==> config.mk <==
export PLATFORM = sky130hd
export DESIGN_NAME = prefetch_align_stage_flat
export DESIGN_NICKNAME = d
export VERILOG_FILES = /design/src/rtl/prefetch_align_stage_if.sv /design/src/rtl/prefetch_align_stage.sv /design/src/flat_wrapper.sv
export SDC_FILE = /design/constraint.sdc
export NUM_CORES = 1
export LEC_CHECK = 0
export BUFFER_PORTS_ARGS = -buffer_cell sky130_fd_sc_hd__buf_4
export CAP_MARGIN = 0
export CORE_ASPECT_RATIO = 1.4
export CORE_MARGIN = 10
export CORE_UTILIZATION = 40
export CTS_BUF_LIST = sky130_fd_sc_hd__clkbuf_2 sky130_fd_sc_hd__clkbuf_4 sky130_fd_sc_hd__clkbuf_8
export CTS_CLUSTER_SIZE = 14
export DETAILED_ROUTE_END_ITERATION = 12
export GPL_TIMING_DRIVEN = 0
export PLACE_DENSITY = 0.66
export SLEW_MARGIN = 20
export SYNTH_ARGS = -nofsm -noshare
export SYNTH_HDL_FRONTEND = slang
export SYNTH_SLANG_ARGS = --single-unit
==> constraint.sdc <==
create_clock -name clk -period 5.5 [get_ports clk]
set_input_delay 0.275 -clock clk [delete_from_list [all_inputs] [get_ports clk]]
set_output_delay 0.275 -clock clk [all_outputs]
set_load 0.01 [all_outputs]
==> src/rtl/prefetch_align_stage_if.sv <==
// Fetch-side bus between the prefetch/align stage, instruction memory, decode and redirect logic.
// The stage itself connects through the master modport; the environment uses slave.
interface prefetch_align_stage_if;
  logic        redir_valid;
  logic [31:0] redir_pc;
  logic        mem_valid;
  logic [31:0] mem_addr;
  logic        mem_instr;
  logic        mem_ready;
  logic [31:0] mem_rdata;
  logic        out_valid;
  logic        out_ready;
  logic [31:0] out_pc;
  logic [31:0] out_instr;

  modport master (
    input  redir_valid, redir_pc, mem_ready, mem_rdata, out_ready,
    output mem_valid, mem_addr, mem_instr, out_valid, out_pc, out_instr
  );

  modport slave (
    output redir_valid, redir_pc, mem_ready, mem_rdata, out_ready,
    input  mem_valid, mem_addr, mem_instr, out_valid, out_pc, out_instr
  );
endinterface

==> src/rtl/prefetch_align_stage.sv <==
// Instruction prefetch queue with RVC halfword alignment: fetches words into a small FIFO
// and presents 16/32-bit instructions at the decode PC, with redirect flush and stale-data discard.
module prefetch_align_stage #(
  parameter int          DEPTH    = 4,
  parameter logic [31:0] RESET_PC = 32'h0000_0000
) (
  input logic                    clk,
  input logic                    rst,
  prefetch_align_stage_if.master bus
);

  localparam int          PW        = $clog2(DEPTH);
  localparam int          CW        = PW + 1;
  localparam logic [CW-1:0] DEPTH_C = CW'(DEPTH);
  localparam logic [CW-1:0] ONE_C   = CW'(1);
  localparam logic [CW-1:0] TWO_C   = CW'(2);
  localparam logic [PW-1:0] PONE_C  = PW'(1);
  localparam logic [31:0] RESET_FPC = RESET_PC & 32'hFFFF_FFFC;

  logic [31:0]   fifo_q [DEPTH];
  logic [31:0]   fifo_d [DEPTH];
  logic [PW-1:0] rd_ptr_q, rd_ptr_d;
  logic [PW-1:0] wr_ptr_q, wr_ptr_d;
  logic [CW-1:0] count_q, count_d;
  logic [31:0]   fpc_q, fpc_d;
  logic [31:0]   dpc_q, dpc_d;
  logic [31:0]   mem_addr_q, mem_addr_d;
  logic          pend_q, pend_d;
  logic          discard_q, discard_d;

  logic [31:0]   head_s;
  logic [31:0]   entry1_s;
  logic [15:0]   cand_s;
  logic          is32_s;
  logic          out_valid_s;
  logic [31:0]   out_instr_s;
  logic          hs_s;
  logic          complete_s;
  logic          push_s;
  logic          pop_s;
  logic          slot_free_s;

  // Alignment: pick the halfword at dpc and decide whether a full instruction is buffered.
  always_comb begin
    head_s   = fifo_q[rd_ptr_q];
    entry1_s = fifo_q[rd_ptr_q + PONE_C];
    cand_s   = dpc_q[1] ? head_s[31:16] : head_s[15:0];
    is32_s   = (cand_s[1:0] == 2'b11);
    if (!is32_s) begin
      out_instr_s = {16'h0000, cand_s};
      out_valid_s = (count_q >= ONE_C);
    end else if (!dpc_q[1]) begin
      out_instr_s = head_s;
      out_valid_s = (count_q >= ONE_C);
    end else begin
      out_instr_s = {entry1_s[15:0], head_s[31:16]};
      out_valid_s = (count_q >= TWO_C);
    end
  end

  // Next-state: FIFO push/pop, PC tracking, redirect flush and request issue.
  always_comb begin
    fifo_d     = fifo_q;
    rd_ptr_d   = rd_ptr_q;
    wr_ptr_d   = wr_ptr_q;
    count_d    = count_q;
    fpc_d      = fpc_q;
    dpc_d      = dpc_q;
    discard_d  = discard_q;
    pend_d     = pend_q;
    mem_addr_d = mem_addr_q;

    hs_s        = out_valid_s & bus.out_ready;
    complete_s  = pend_q & bus.mem_ready;
    slot_free_s = ~pend_q | bus.mem_ready;
    push_s      = complete_s & ~discard_q & ~bus.redir_valid;
    // A spanning 32-bit instruction only retires its first word; the second stays as new head.
    pop_s       = hs_s & (is32_s | dpc_q[1]) & ~bus.redir_valid;

    if (bus.redir_valid) begin
      rd_ptr_d  = '0;
      wr_ptr_d  = '0;
      count_d   = '0;
      dpc_d     = bus.redir_pc & 32'hFFFF_FFFE;
      fpc_d     = bus.redir_pc & 32'hFFFF_FFFC;
      discard_d = pend_q & ~bus.mem_ready;
    end else begin
      if (push_s) begin
        fifo_d[wr_ptr_q] = bus.mem_rdata;
        wr_ptr_d         = wr_ptr_q + PONE_C;
        fpc_d            = fpc_q + 32'd4;
      end else begin
        wr_ptr_d = wr_ptr_q;
      end
      if (complete_s) begin
        discard_d = 1'b0;
      end else begin
        discard_d = discard_q;
      end
      if (pop_s) begin
        rd_ptr_d = rd_ptr_q + PONE_C;
      end else begin
        rd_ptr_d = rd_ptr_q;
      end
      if (hs_s) begin
        dpc_d = dpc_q + (is32_s ? 32'd4 : 32'd2);
      end else begin
        dpc_d = dpc_q;
      end
      case ({push_s, pop_s})
        2'b10:   count_d = count_q + ONE_C;
        2'b01:   count_d = count_q - ONE_C;
        default: count_d = count_q;
      endcase
    end

    // The request address is held until completion; a discarded completion refetches at fpc.
    if (slot_free_s) begin
      if (count_d < DEPTH_C) begin
        pend_d     = 1'b1;
        mem_addr_d = fpc_d;
      end else begin
        pend_d     = 1'b0;
        mem_addr_d = mem_addr_q;
      end
    end else begin
      pend_d     = pend_q;
      mem_addr_d = mem_addr_q;
    end
  end

  // State registers.
  always_ff @(posedge clk or negedge rst) begin
    if (!rst) begin
      for (int i = 0; i < DEPTH; i++) begin
        fifo_q[i] <= 32'h0000_0000;
      end
      rd_ptr_q   <= '0;
      wr_ptr_q   <= '0;
      count_q    <= '0;
      fpc_q      <= RESET_FPC;
      dpc_q      <= RESET_PC;
      mem_addr_q <= RESET_FPC;
      pend_q     <= 1'b0;
      discard_q  <= 1'b0;
    end else begin
      fifo_q     <= fifo_d;
      rd_ptr_q   <= rd_ptr_d;
      wr_ptr_q   <= wr_ptr_d;
      count_q    <= count_d;
      fpc_q      <= fpc_d;
      dpc_q      <= dpc_d;
      mem_addr_q <= mem_addr_d;
      pend_q     <= pend_d;
      discard_q  <= discard_d;
    end
  end

  assign bus.mem_valid = pend_q;
  assign bus.mem_addr  = mem_addr_q;
  assign bus.mem_instr = 1'b1;
  assign bus.out_valid = out_valid_s;
  assign bus.out_pc    = dpc_q;
  assign bus.out_instr = out_instr_s;

endmodule

==> src/flat_wrapper.sv <==
// flat-port wrapper written by rule: the top's interface ports become plain ports
module prefetch_align_stage_flat 
#(
  parameter int          DEPTH    = 4,
  parameter logic [31:0] RESET_PC = 32'h0000_0000
)
  (clk, rst, bus_redir_valid, bus_redir_pc, bus_mem_ready, bus_mem_rdata, bus_out_ready, bus_mem_valid, bus_mem_addr, bus_mem_instr, bus_out_valid, bus_out_pc, bus_out_instr);
  prefetch_align_stage_if bus_i ();
  input logic clk;
  input logic rst;
  input wire logic [$bits(bus_i.redir_valid)-1:0] bus_redir_valid;
  input wire logic [$bits(bus_i.redir_pc)-1:0] bus_redir_pc;
  input wire logic [$bits(bus_i.mem_ready)-1:0] bus_mem_ready;
  input wire logic [$bits(bus_i.mem_rdata)-1:0] bus_mem_rdata;
  input wire logic [$bits(bus_i.out_ready)-1:0] bus_out_ready;
  output wire logic [$bits(bus_i.mem_valid)-1:0] bus_mem_valid;
  output wire logic [$bits(bus_i.mem_addr)-1:0] bus_mem_addr;
  output wire logic [$bits(bus_i.mem_instr)-1:0] bus_mem_instr;
  output wire logic [$bits(bus_i.out_valid)-1:0] bus_out_valid;
  output wire logic [$bits(bus_i.out_pc)-1:0] bus_out_pc;
  output wire logic [$bits(bus_i.out_instr)-1:0] bus_out_instr;
  assign bus_i.redir_valid = bus_redir_valid;
  assign bus_i.redir_pc = bus_redir_pc;
  assign bus_i.mem_ready = bus_mem_ready;
  assign bus_i.mem_rdata = bus_mem_rdata;
  assign bus_i.out_ready = bus_out_ready;
  assign bus_mem_valid = bus_i.mem_valid;
  assign bus_mem_addr = bus_i.mem_addr;
  assign bus_mem_instr = bus_i.mem_instr;
  assign bus_out_valid = bus_i.out_valid;
  assign bus_out_pc = bus_i.out_pc;
  assign bus_out_instr = bus_i.out_instr;
  prefetch_align_stage #(.DEPTH(DEPTH), .RESET_PC(RESET_PC)) u_core (.clk(clk), .rst(rst), .bus(bus_i));
endmodule
==> results.toml <==
[outcome]
status = "finished, final reports clean"

[clocking]
cts_buffers = 39
path_clk_slew_ns = 0.06
cts_tree = "done"
cts_buffer_depth = 3
htreeDepth = 2
post_cts_buffers = 0
cts-root-buf = "clkbuf_8"
cts.sinks = 232
clk_latency_ns = 0.53

[yosys]
syn_area_sq_mm = 0.0119
synth_top_cell_by_area = "dfrtp_1"
synth_cell_types = 53
netlist_top_cells_area = "dfrtp_1, mux2_2, mux4_2, nand2_1, o31a_1"
synth-main-ff-cell = "dfrtp_1"
synth.avg_cell_area_sq_um = 11.8
synthArstFlopShare_pct = 100
synth_cells = 1009
ys_ff_latch = 232
ys_seq_area_share_pct = 48.9
yosys_warnings = 0
synth_fp_nets = 1093
synth_top_area_share_pct = 48.9
synth-edff-count = 0

[timing]
fmax_mhz = 191
finalSetupViolations = 0
rsz0062_at_grt = "no"
worst_hold_slack_ns = 0.0434
min_period_over_period_pct = 95.3
skew_ns = 0.0172
setup_slack_ns = 0.257
finalMaxSlewViolations = 0
post-route-min-period_ns = 5.24
slew-limit-headroom_pct = 34.6
hold_violations = 0
worstMarginPinSlew_ns = 0.981

[worst_setup_path]
cp_max_fo = 11
critPathRequiredTime_ns = 5.90
cp.arrival_ns = 5.65
crit_path_start_kind = "flip-flop"
path_class = "flip-flop to flip-flop"
critPathCaptureType = "flip-flop"

[route]
drcViolationCount = 0
wl_per_cell_um = 21.0
detail-route-antenna-nets = 0
first_pass_iters = 5
drt_iter0_markers = 589
wirelength_um = 34900
num_vias = 9249
viasPerCell = 5.56

[final_layout]
n_fill_cell = 2693
drive_gt1_share_pct = 35.9
area_delta_synth_final_pct = 25.4
nNetsFinal = 1340
diodes = 0
fin_util_pct = 50.9

[grt]
first_global_vias = 9711
gr-usage-all-layers_pct = 18.2
grt_pass1_wl_um = 55100
antenna_found_initial = 0
grt.overflow.total = 0
grt_max_degree = 98

[floorplan]
row_count = 74
io_pins = 168
die_h_um = 224
start_util_pct = 40.6
die_w_um = 166
core-area_sq_mm = 0.0293
dieArea_sq_mm = 0.0371

[power_and_ir_drop]
p_leak_nw = 6.43
pwr_density_cell_mw_per_mm2 = 342
peakVddDrop_v = 0.000244
p_total_w = 0.00509

[placement]
place_ws_ns = -0.0988
gp_congestion = 0.938
io_buffers = 163
hpwlAfterDp_um = 26100

[worst_hold_path]
hold_path.class = "primary input to flip-flop"

[flow_run]
drv_cap = 0
==> cells in the final DEF (no fill, tap or decap), drive strengths merged, types with 19 or more instances in the layout <==
cell type    instances
mux2               163
a21oi               29
nor2                64
dlygate4sd3         41
buf                191
dfrtp              232
clkbuf             103
nand2              117
mux4                46
o31a                29
nand3               19
==> worst paths after layout <==
kind / from / end / slack, ns / cells after the start
min in group asynchronous: rst / u_core.bus.mem_addr[26]$_DFFE_PN0P_ / 0.29 / 2
worst max-delay path: u_core.rd_ptr_q[1]$_DFFE_PN0P_ / u_core.bus.mem_addr[22]$_DFFE_PN0P_ / 0.26 / 15
worst max register to register: u_core.rd_ptr_q[1]$_DFFE_PN0P_ / u_core.bus.mem_addr[22]$_DFFE_PN0P_ / 0.26 / 15
max in group asynchronous: rst / u_core.fifo_q[109]$_DFFE_PN0P_ / 4.32 / 3
worst min-delay path: bus_redir_pc[29] / u_core.fpc_q[29]$_DFF_PN0_ / 0.04 / 3
worst min register to register: u_core.bus.mem_addr[25]$_DFFE_PN0P_ / u_core.bus.mem_addr[25]$_DFFE_PN0P_ / 0.48 / 2
==> synth_stat cells, types with 16 or more instances <==
cell / count
dfrtp_1: 232
mux2_2: 163
nand2_1: 117
nor2_1: 64
mux4_2: 46
clkbuf_1: 38
a21oi_1: 29
o31a_1: 29
nand3_1: 19
inv_1: 18
nor3_1: 18
nor4_1: 18
o31ai_1: 18
buf_1: 16
==> cell type report <==
| class | instances | area (sq um) | area share, % |
|---|---|---|---|
| Clock inverter | 2 | 35.0 | 0.235 |
| Clock buffer | 65 | 801 | 5.38 |
| Timing Repair Buffer | 206 | 1700 | 11.4 |
| Buffer | 64 | 277 | 1.86 |
| Tap cell | 380 | 475 | 3.19 |
| Sequential cell | 232 | 5810 | 39.0 |
| Inverter | 18 | 67.6 | 0.454 |
| Multi-Input combinational cell | 695 | 5730 | 38.5 |
==> power breakdown <==
group	switching, W	internal (W)	leakage, nW	total (W)
clock	0.000689	0.000958	0.447	0.00165
sequential	0.000221	0.00203	2.83	0.00225
combinational	0.000553	0.000645	3.16	0.00120
total	0.00146	0.00363	6.43	0.00509
==> layer usage <==
layer	GRT usage (%)	vias up	part of all wire, %
met1	20.6	4648	39
met3	4.28	68	6.4
li1	-	4191	-
met2	32.8	342	51
met4	6.76	0	3.3
met5	0	-	0
==> kinds of logic after synthesis <==
logic type      count (synthesis)  share of synthesized area (%)
simple gates                  315                           12.8
flops                         232                           48.9
mux                           213                           24.5
compound gates                135                           8.11
buf+inv                        82                           2.90
fa+ha+maj                      15                           1.64
xor+xnor                       15                           1.11
other cells                     2                         0.0633
==> per-stage QoR <==
| step | instance area [sq um] | instances | TNS (ns) |
|---|---|---|---|
| 6_report | 14900 | 1662 | 0 |
| 5_1_grt | 14900 | 1662 | 0 |
| 4_1_cts | 14900 | 1662 | 0 |
| 3_5_place_dp | 13600 | 1554 | -1.31 |
| 3_3_place_gp | 13600 | 1552 | 0 |
| 2_1_floorplan | 11900 | 1009 | 0 |
==> critical path, cell delays in order (launching register included) <==
cell	delay, ns
dfrtp_1	0.48
clkbuf_1	0.51
mux4_2	0.39
nand2_1	0.10
o21a_1	0.11
clkbuf_1	0.36
buf_1	0.65
ha_1	0.27
inv_1	0.06
nand3_1	0.13
ha_1	0.23
nand2b_1	0.08
a41o_1	0.26
o21ai_2	0.55
clkbuf_1	0.53
mux2_2	0.40
==> flip-flops by register name (all words and copies together) (netlist names) <==
signal                count
u_core.count_q            3
u_core.bus.mem_valid      1
u_core.fifo_q           128
u_core.bus.out_pc        31
u_core.wr_ptr_q           2
u_core.discard_q          1
u_core.bus.mem_addr      32
u_core.rd_ptr_q           2
u_core.fpc_q             32
==> repair_timing <==
action | in CTS | in global routing
hold buffers | 41 | 0
resized for setup | 1 | 0
hold endpoints to repair | 199 | 0
setup endpoints to repair | 16 | 0
Power figures use the tool's default switching activity.
